$ cat config.mk
export PLATFORM = sky130hd
export DESIGN_NAME = mux_n_reg
export DESIGN_NICKNAME = d
export VERILOG_FILES = /design/src/rtl/mux_pkg.sv /design/src/rtl/mux_n_comb.sv /design/src/rtl/mux_n_reg.sv
export SDC_FILE = /design/constraint.sdc
export NUM_CORES = 1
export LEC_CHECK = 0
export BUFFER_PORTS_ARGS = -buffer_cell sky130_fd_sc_hd__buf_4
export CAP_MARGIN = 20
export CORE_MARGIN = 4
export CORE_UTILIZATION = 45
export CTS_BUF_LIST = sky130_fd_sc_hd__clkbuf_8
export DETAILED_ROUTE_END_ITERATION = 7
export PLACE_DENSITY = 0.82
export SKIP_LAST_GASP = 1
export SLEW_MARGIN = 10
export SYNTH_ARGS = -nofsm -noshare
export SYNTH_HDL_FRONTEND = slang
export SYNTH_HIERARCHICAL = 1
export SYNTH_SLANG_ARGS = --single-unit
$ cat constraint.sdc
create_clock -name clk -period 6 [get_ports clk]
set_input_delay 0.3 -clock clk [delete_from_list [all_inputs] [get_ports clk]]
set_output_delay 0.3 -clock clk [all_outputs]
set_load 0.01 [all_outputs]
$ cat src/rtl/mux_pkg.sv
// Shared definitions for the registered N:1 mux: skid-buffer state encoding
// and the out-of-range select test used by the selector.
package mux_pkg;

  typedef enum logic [1:0] {
    ST_EMPTY = 2'd0,
    ST_ONE   = 2'd1,
    ST_FULL  = 2'd2
  } skid_state_e;

  localparam int unsigned MIN_NUM_IN = 2;
  localparam int unsigned MAX_NUM_IN = 16;

  // Select values at or beyond the number of wired inputs take the OOR path.
  function automatic logic sel_oor(input int unsigned sel, input int unsigned num_in);
    return sel >= num_in;
  endfunction

endpackage

$ cat src/rtl/mux_n_comb.sv
// Pure combinational N:1 selector; unwired select codes produce OOR_VALUE
// and raise oor so the caller can flag the error.
module mux_n_comb
  import mux_pkg::*;
#(
  parameter int              WIDTH     = 32,
  parameter int              NUM_IN    = 4,
  parameter logic [WIDTH-1:0] OOR_VALUE = '0,
  localparam int             SEL_W     = $clog2(NUM_IN)
) (
  input  logic [NUM_IN*WIDTH-1:0] in_data,
  input  logic [SEL_W-1:0]        sel,
  output logic [WIDTH-1:0]        out_data,
  output logic                    oor
);

  if (NUM_IN < MIN_NUM_IN || NUM_IN > MAX_NUM_IN) begin : g_bad_num_in
    $error("mux_n_comb: NUM_IN must be within 2..16");
  end

  always_comb begin
    out_data = OOR_VALUE;
    oor      = sel_oor(32'(sel), NUM_IN);
    for (int k = 0; k < NUM_IN; k++) begin
      if (sel == SEL_W'(k)) out_data = in_data[k*WIDTH +: WIDTH];
    end
  end

endmodule

$ cat src/rtl/mux_n_reg.sv
// Registered N:1 mux with a 2-entry skid buffer; in_ready is a flop so
// out_ready never reaches it combinationally. sel_err is sticky until reset.
module mux_n_reg
  import mux_pkg::*;
#(
  parameter int               WIDTH     = 32,
  parameter int               NUM_IN    = 4,
  parameter logic [WIDTH-1:0] OOR_VALUE = '0,
  localparam int              SEL_W     = $clog2(NUM_IN)
) (
  input  logic                    clk,
  input  logic                    reset,
  input  logic [NUM_IN*WIDTH-1:0] in_data,
  input  logic [SEL_W-1:0]        sel,
  input  logic                    in_valid,
  output logic                    in_ready,
  output logic [WIDTH-1:0]        out_data,
  output logic                    out_valid,
  input  logic                    out_ready,
  output logic                    sel_err
);

  skid_state_e      state_q;
  logic [WIDTH-1:0] out_data_q;
  logic [WIDTH-1:0] skid_q;
  logic             out_valid_q;
  logic             in_ready_q;
  logic             sel_err_q;
  logic             sel_err_d;

  logic [WIDTH-1:0] mux_data;
  logic             mux_oor;
  logic             in_xfer;
  logic             out_xfer;

  mux_n_comb #(
    .WIDTH    (WIDTH),
    .NUM_IN   (NUM_IN),
    .OOR_VALUE(OOR_VALUE)
  ) u_sel (
    .in_data (in_data),
    .sel     (sel),
    .out_data(mux_data),
    .oor     (mux_oor)
  );

  assign in_xfer   = in_valid && in_ready_q;
  assign out_xfer  = out_valid_q && out_ready;
  assign sel_err_d = sel_err_q | (in_xfer & mux_oor);

  always_ff @(posedge clk) begin
    if (reset) begin
      state_q     <= ST_EMPTY;
      out_valid_q <= 1'b0;
      in_ready_q  <= 1'b1;
      out_data_q  <= '0;
      sel_err_q   <= 1'b0;
    end else begin
      sel_err_q <= sel_err_d;
      unique case (state_q)
        ST_EMPTY: begin
          if (in_xfer) begin
            out_data_q  <= mux_data;
            out_valid_q <= 1'b1;
            state_q     <= ST_ONE;
          end
        end
        ST_ONE: begin
          if (in_xfer && out_xfer) begin
            out_data_q <= mux_data;
          end else if (in_xfer) begin
            // Downstream stalled: park the new item; in_ready drops next cycle.
            skid_q     <= mux_data;
            in_ready_q <= 1'b0;
            state_q    <= ST_FULL;
          end else if (out_xfer) begin
            out_valid_q <= 1'b0;
            state_q     <= ST_EMPTY;
          end
        end
        ST_FULL: begin
          if (out_xfer) begin
            out_data_q <= skid_q;
            in_ready_q <= 1'b1;
            state_q    <= ST_ONE;
          end
        end
        default: begin
          state_q     <= ST_EMPTY;
          out_valid_q <= 1'b0;
          in_ready_q  <= 1'b1;
        end
      endcase
    end
  end

  assign in_ready  = in_ready_q;
  assign out_valid = out_valid_q;
  assign out_data  = out_data_q;
  assign sel_err   = sel_err_q;

endmodule

==> qor.yml, run 1 <==
outcome:
  outcome: "completed"
global_route:
  grt_pass1_wl_um: 15600
  first_global_vias: 3123
  antenna_found_initial: 0
  track_usage: 0.200
  grt_max_degree: 39
  overflow: 0
timing:
  hold_violations: 0
  slew_headroom: 0.574
  drv_slew: 0
  worstMarginPinSlew_ns: 0.640
  fin_skew_ns: 0.00541
  worst_hold_slack_ns: 0.185
  period_needed_ns: 2.38
  fmax_mhz: 421
  fin_ws_ns: 3.62
  fin_tns_setup_ns: 0
  finalSetupViolations: 0
  fin_crit_sh: 0.396
  rsz0062_at_grt: "false"
clock_tree:
  cts_buffers: 9
  ctsResizeCount: 0
  clock_sinks: 69
  path_clk_slew_ns: 0.07
  clk_latency_ns: 0.34
  cts_hold_buf: 0
  htree_num_levels: 3
  postCtsSetupBuffers: 0
  root_buffer: "clkbuf_8"
  clockBufferDepth: 2
  cts_tree: "built"
finish:
  utilization: 0.640
  fin_area_mm2: 0.00526
  final_common_cell: "buf_4"
  diodes: 0
  area_growth_pct: 38.6
  final_cell_mix: "buf_4 (170), dfxtp_1 (37), a211oi_1 (35)"
  layout-drive-gt1-share: 0.612
  fin_nets: 541
  fin_cells: 517
critical_path:
  cp_max_fo: 23
  crit_start: "state_q[0]"
  crit_type: "flip-flop to flip-flop"
  critPathMaxStageDelay_ns: 0.52
  worstSetupStartpointType: "flip-flop"
  slowest_stage: "nor4_2"
  end_kind: "flip-flop"
  reg2reg_from: "state_q[0]"
  crit_chain: "a21bo_1, nor4_2, buf_4, buf_4"
  cp_num_buf_inv: 2
  cp.required_ns: 6.02
  crit_family: "buffers and inverters"
  cp.arrival_ns: 2.40
  cp_common_cell: "buf_4"
drt:
  routedWlPerCell_um: 19.5
  final_antenna_net_count: 0
  wl_um: 10100
  drt-initial-drc-count: 111
  routed_via_density: 5.80
  drtPass1Iterations: 6
  drc: 0
  vias: 2998
hold_path:
  holdCritPathClass: "primary input to flip-flop"
  min-delay-start: "out_ready"
logic_synthesis:
  async_reset_ff_frac: 0
  ys_seq_elements: 69
  synth_cells: 253
  yosys_warnings: 6
  synth_edf_count: 32
  synth_nets: 387
  syn_area_mm2: 0.00379
  synth_area_per_cell_um2: 15.0
  synth.distinct_cells: 31
  seq_area_frac_synth: 0.449
  synth-main-ff-cell: "dfxtp_1"
floorplanning:
  ios: 169
  dieWidth_um: 99.8
  start_util: 0.461
  die-area_mm2: 0.00996
  dieHeight_um: 99.8
  coreArea_mm2: 0.00822
  rows: 33
place:
  io_buffers: 168
  dp_hpwl_um: 7320
  place_congestion: 0.741
  place_ws_ns: 3.01
  placed_area_mm2: 0.00504
  dp_cells: 499
pwr:
  power.density_mw_per_mm2: 250
  peakVddDrop_mv: 0.138
  pwr-share-comb: 0.285
  p_sw_frac: 0.283
  switchingPower_uw: 372
  p_total_mw: 1.31
  p_leak_nw: 2.04
  power_frac_seq: 0.433
  p_int_uw: 942
  p_clk_frac: 0.282
run:
  cap_violations: 0
-- registers in the layout, indices dropped and copies added, names as in the netlist --
| name | flops |
|---|---|
| out_data | 32 |
| sel_err | 1 |
| skid_q | 32 |
| in_ready | 1 |
| out_valid | 1 |
| state_q | 2 |
-- cells by family after synthesis --
kind of cell,share of synthesized area
flip-flops,0.449
buffers and inverters,0.0640
multiplexers,0.277
AND/OR/NAND/NOR,0.0195
AO/OA/AOI/OAI,0.190
other,0.000989
-- cell usage after synthesis, types with 2 or more instances --
library cell  number  area share
buf_4              5      0.0099
mux4_1             2       0.014
mux4_2            30        0.18
a21oi_1            3      0.0040
buf_6              5       0.015
buf_12             3       0.016
o21bai_1           2      0.0040
edfxtp_1          32        0.25
nand2_1            2      0.0020
clkbuf_1           4      0.0040
mux2i_1           32       0.084
a211oi_1          35       0.069
dfxtp_1           37        0.20
buf_2             14       0.018
and4b_1            2      0.0053
a211oi_2          30       0.099
-- layer usage --
layer	track usage	wire, µm	up-vias
met5	0	0	-
met4	0.0725	165	0
met3	0.0542	924	16
met2	0.342	5140	121
met1	0.243	3830	1495
li1	-	-	1366
-- power groups by stage --
stage	combinational, mW	clock, mW	sequential [mW]
floorplan	0.211	0	0.588
global placement	0.355	0	0.577
detailed placement	0.373	0	0.579
CTS	0.374	0.371	0.569
global route	0.404	0.394	0.574
finish	0.374	0.370	0.569
-- path summary, 6_finish.rpt --
kind | end | slack (ns) | cells past startpoint
hold / removal | state_q[1] | 0.18 | 2
setup reg to reg | skid_q[18] | 3.62 | 4
setup / recovery | skid_q[18] | 3.62 | 4
hold reg to reg | sel_err | 0.49 | 2
-- cell type report --
| cell class | count | area (µm²) |
|---|---|---|
| clock inverters | 6 | 53.8 |
| clock buffers | 10 | 138 |
| well taps | 105 | 131 |
| fillers | 634 | 2960 |
| repair buffers | 174 | 1370 |
| flip-flops and latches | 69 | 1700 |
| multi-input cells | 152 | 1860 |
| inverters | 1 | 3.75 |
No activity file was read; power rests on OpenSTA's default activity.
==> run 2, diff against run 1 <==
--- a/config.mk
+++ b/config.mk
@@ -8,10 +8,10 @@
 export BUFFER_PORTS_ARGS = -buffer_cell sky130_fd_sc_hd__buf_4
 export CAP_MARGIN = 20
 export CORE_MARGIN = 4
-export CORE_UTILIZATION = 45
+export CORE_UTILIZATION = 44
 export CTS_BUF_LIST = sky130_fd_sc_hd__clkbuf_8
 export DETAILED_ROUTE_END_ITERATION = 7
-export PLACE_DENSITY = 0.82
+export PLACE_DENSITY = 0.83
 export SKIP_LAST_GASP = 1
 export SLEW_MARGIN = 10
 export SYNTH_ARGS = -nofsm -noshare
==> constraint.sdc (replaced) <==
create_clock -name clk -period 2.1 [get_ports clk]
set_input_delay 0.105 -clock clk [delete_from_list [all_inputs] [get_ports clk]]
set_output_delay 0.105 -clock clk [all_outputs]
set_load 0.01 [all_outputs]
==> qor.yml, run 2 (synthesized netlist as in run 1, its figures left out) <==
clock_tree:
  cts_tree: "built"
  path_clk_slew_ns: 0.07
  clk_latency_ns: 0.33
  htree_num_levels: 3
  root_buffer: "clkbuf_8"
  clock_sinks: 69
  cts_buffers: 9
  ctsResizeCount: 0
  clockBufferDepth: 2
hold_path:
  holdCritPathClass: "primary input to flip-flop"
  min-delay-start: "in_valid"
  hold_path_end: "in_ready"
  holdPathStages: 3
drt:
  wl_um: 10100
  wl_met3_um: 957
  drtPass1Iterations: 4
  vias: 2983
  final_antenna_net_count: 0
  routed_via_density: 5.68
  routedWlPerCell_um: 19.3
  top_layer: "met4"
  wl_met2_um: 5140
  met1_length_um: 3830
  drt-initial-drc-count: 136
  drc: 0
critical_path:
  cp_common_cell: "buf_4"
  cp.arrival_ns: 1.94
  crit_type: "primary input to flip-flop"
  slowest_stage: "dlygate4sd3_1"
  rr_endpoint: "out_data[25]"
  r2r_cells: 4
  reg2reg_from: "state_q[0]"
  cp_num_buf_inv: 3
  end_kind: "flip-flop"
  cp_max_fo: 32
  r2r_setup_slack_ns: 0.37
  cp.required_ns: 2.30
  crit_chain: "dlygate4sd3_1, buf_4, a21bo_1, buf_4, a21o_4, a211oi_1"
  critPathMaxStageDelay_ns: 0.53
  crit_family: "buffers and inverters"
  worstSetupStartpointType: "primary input"
outcome:
  outcome: "completed"
floorplanning:
  dieWidth_um: 101
  start_util: 0.457
  ios: 169
  dieHeight_um: 101
  rows: 33
  die-area_mm2: 0.0102
  coreArea_mm2: 0.00830
pwr:
  p_total_mw: 3.69
  peakVddDrop_mv: 0.335
  power.density_mw_per_mm2: 699
  p_leak_nw: 2.05
global_route:
  first_global_vias: 3234
  antenna_found_initial: 0
  grt_max_degree: 38
  track_usage: 0.203
  overflow: 0
  grt_pass1_wl_um: 16100
timing:
  slew_headroom: 0.616
  hold_violations: 0
  period_needed_ns: 1.74
  fmax_mhz: 575
  fin_ws_ns: 0.362
  worstMarginPinSlew_ns: 0.576
  rsz0062_at_grt: "false"
  fin_tns_setup_ns: 0
  fin_crit_sh: 0.828
  fin_skew_ns: 0.00318
  drv_slew: 0
  finalSetupViolations: 0
finish:
  area.sequential_mm2: 0.00170
  area_growth_pct: 39.3
  fillCellCount: 672
  layout-drive-gt1-share: 0.617
  fin_nets: 549
  final_common_cell: "buf_4"
  diodes: 0
  final_cell_mix: "buf_4 (179), a211oi_1 (35), dfxtp_1 (35)"
  multi_input_area_mm2: 0.00187
place:
  dp_hpwl_um: 7730
  place_congestion: 0.779
  place_ws_ns: 0.391
  io_buffers: 168
run:
  cap_violations: 0
==> run 2: worst reg2reg max path: stages, from the launching register on <==
cell and delay, ns:
dfxtp_2 0.36, a21bo_1 0.27, buf_4 0.30, a21o_4 0.50, a211oi_1 0.16
==> run 2: layout make-up <==
type / instances / share of cell area
clock inverters: 7 / 0.0107
flip-flops and latches: 69 / 0.323
multi-input cells: 152 / 0.354
clock buffers: 9 / 0.0234
well taps: 105 / 0.0249
repair buffers: 182 / 0.264
inverters: 1 / 0.000711
==> run 2: timing repair <==
item,4_1_cts,5_1_grt
buffers inserted,0,0
hold endpoints to repair,1,0
hold buffers,1,0
==> run 2: how the worst max path moves through the flow <==
stage | cells past startpoint | endpoint | start | slack (ns)
after floorplan | 4 | skid_q[0] | state_q[0] | -0.24
after global placement | 4 | out_data[25] | state_q[0] | 0.44
after detailed placement | 4 | out_data[25] | state_q[0] | 0.39
after CTS | 4 | out_data[25] | state_q[0] | 0.39
after global routing | 6 | out_data[25] | out_ready | 0.26
final | 6 | out_data[25] | out_ready | 0.36
==> run 2: report_power, final <==
part           internal [mW]  switching [mW]
clock                  0.530           0.463
sequential              1.54          0.0780
combinational          0.584           0.496
total                   2.66            1.04
==> run 2: metal layers <==
layer	vias up	GRT usage
met3	17	0.0547
met5	-	0
met1	1442	0.241
met2	142	0.350
met4	0	0.0777
li1	1382	-
==> run 2: through the flow <==
step                cells   util  hold WS, ns  instance area, µm²
CTS                   525  0.637        0.154                5280
global placement      508  0.614        0.340                5090
detailed placement    508  0.614        0.352                5090
finish                525  0.637        0.164                5280
floorplan             253      -        0.205                3810
global route          525  0.637        0.159                5280
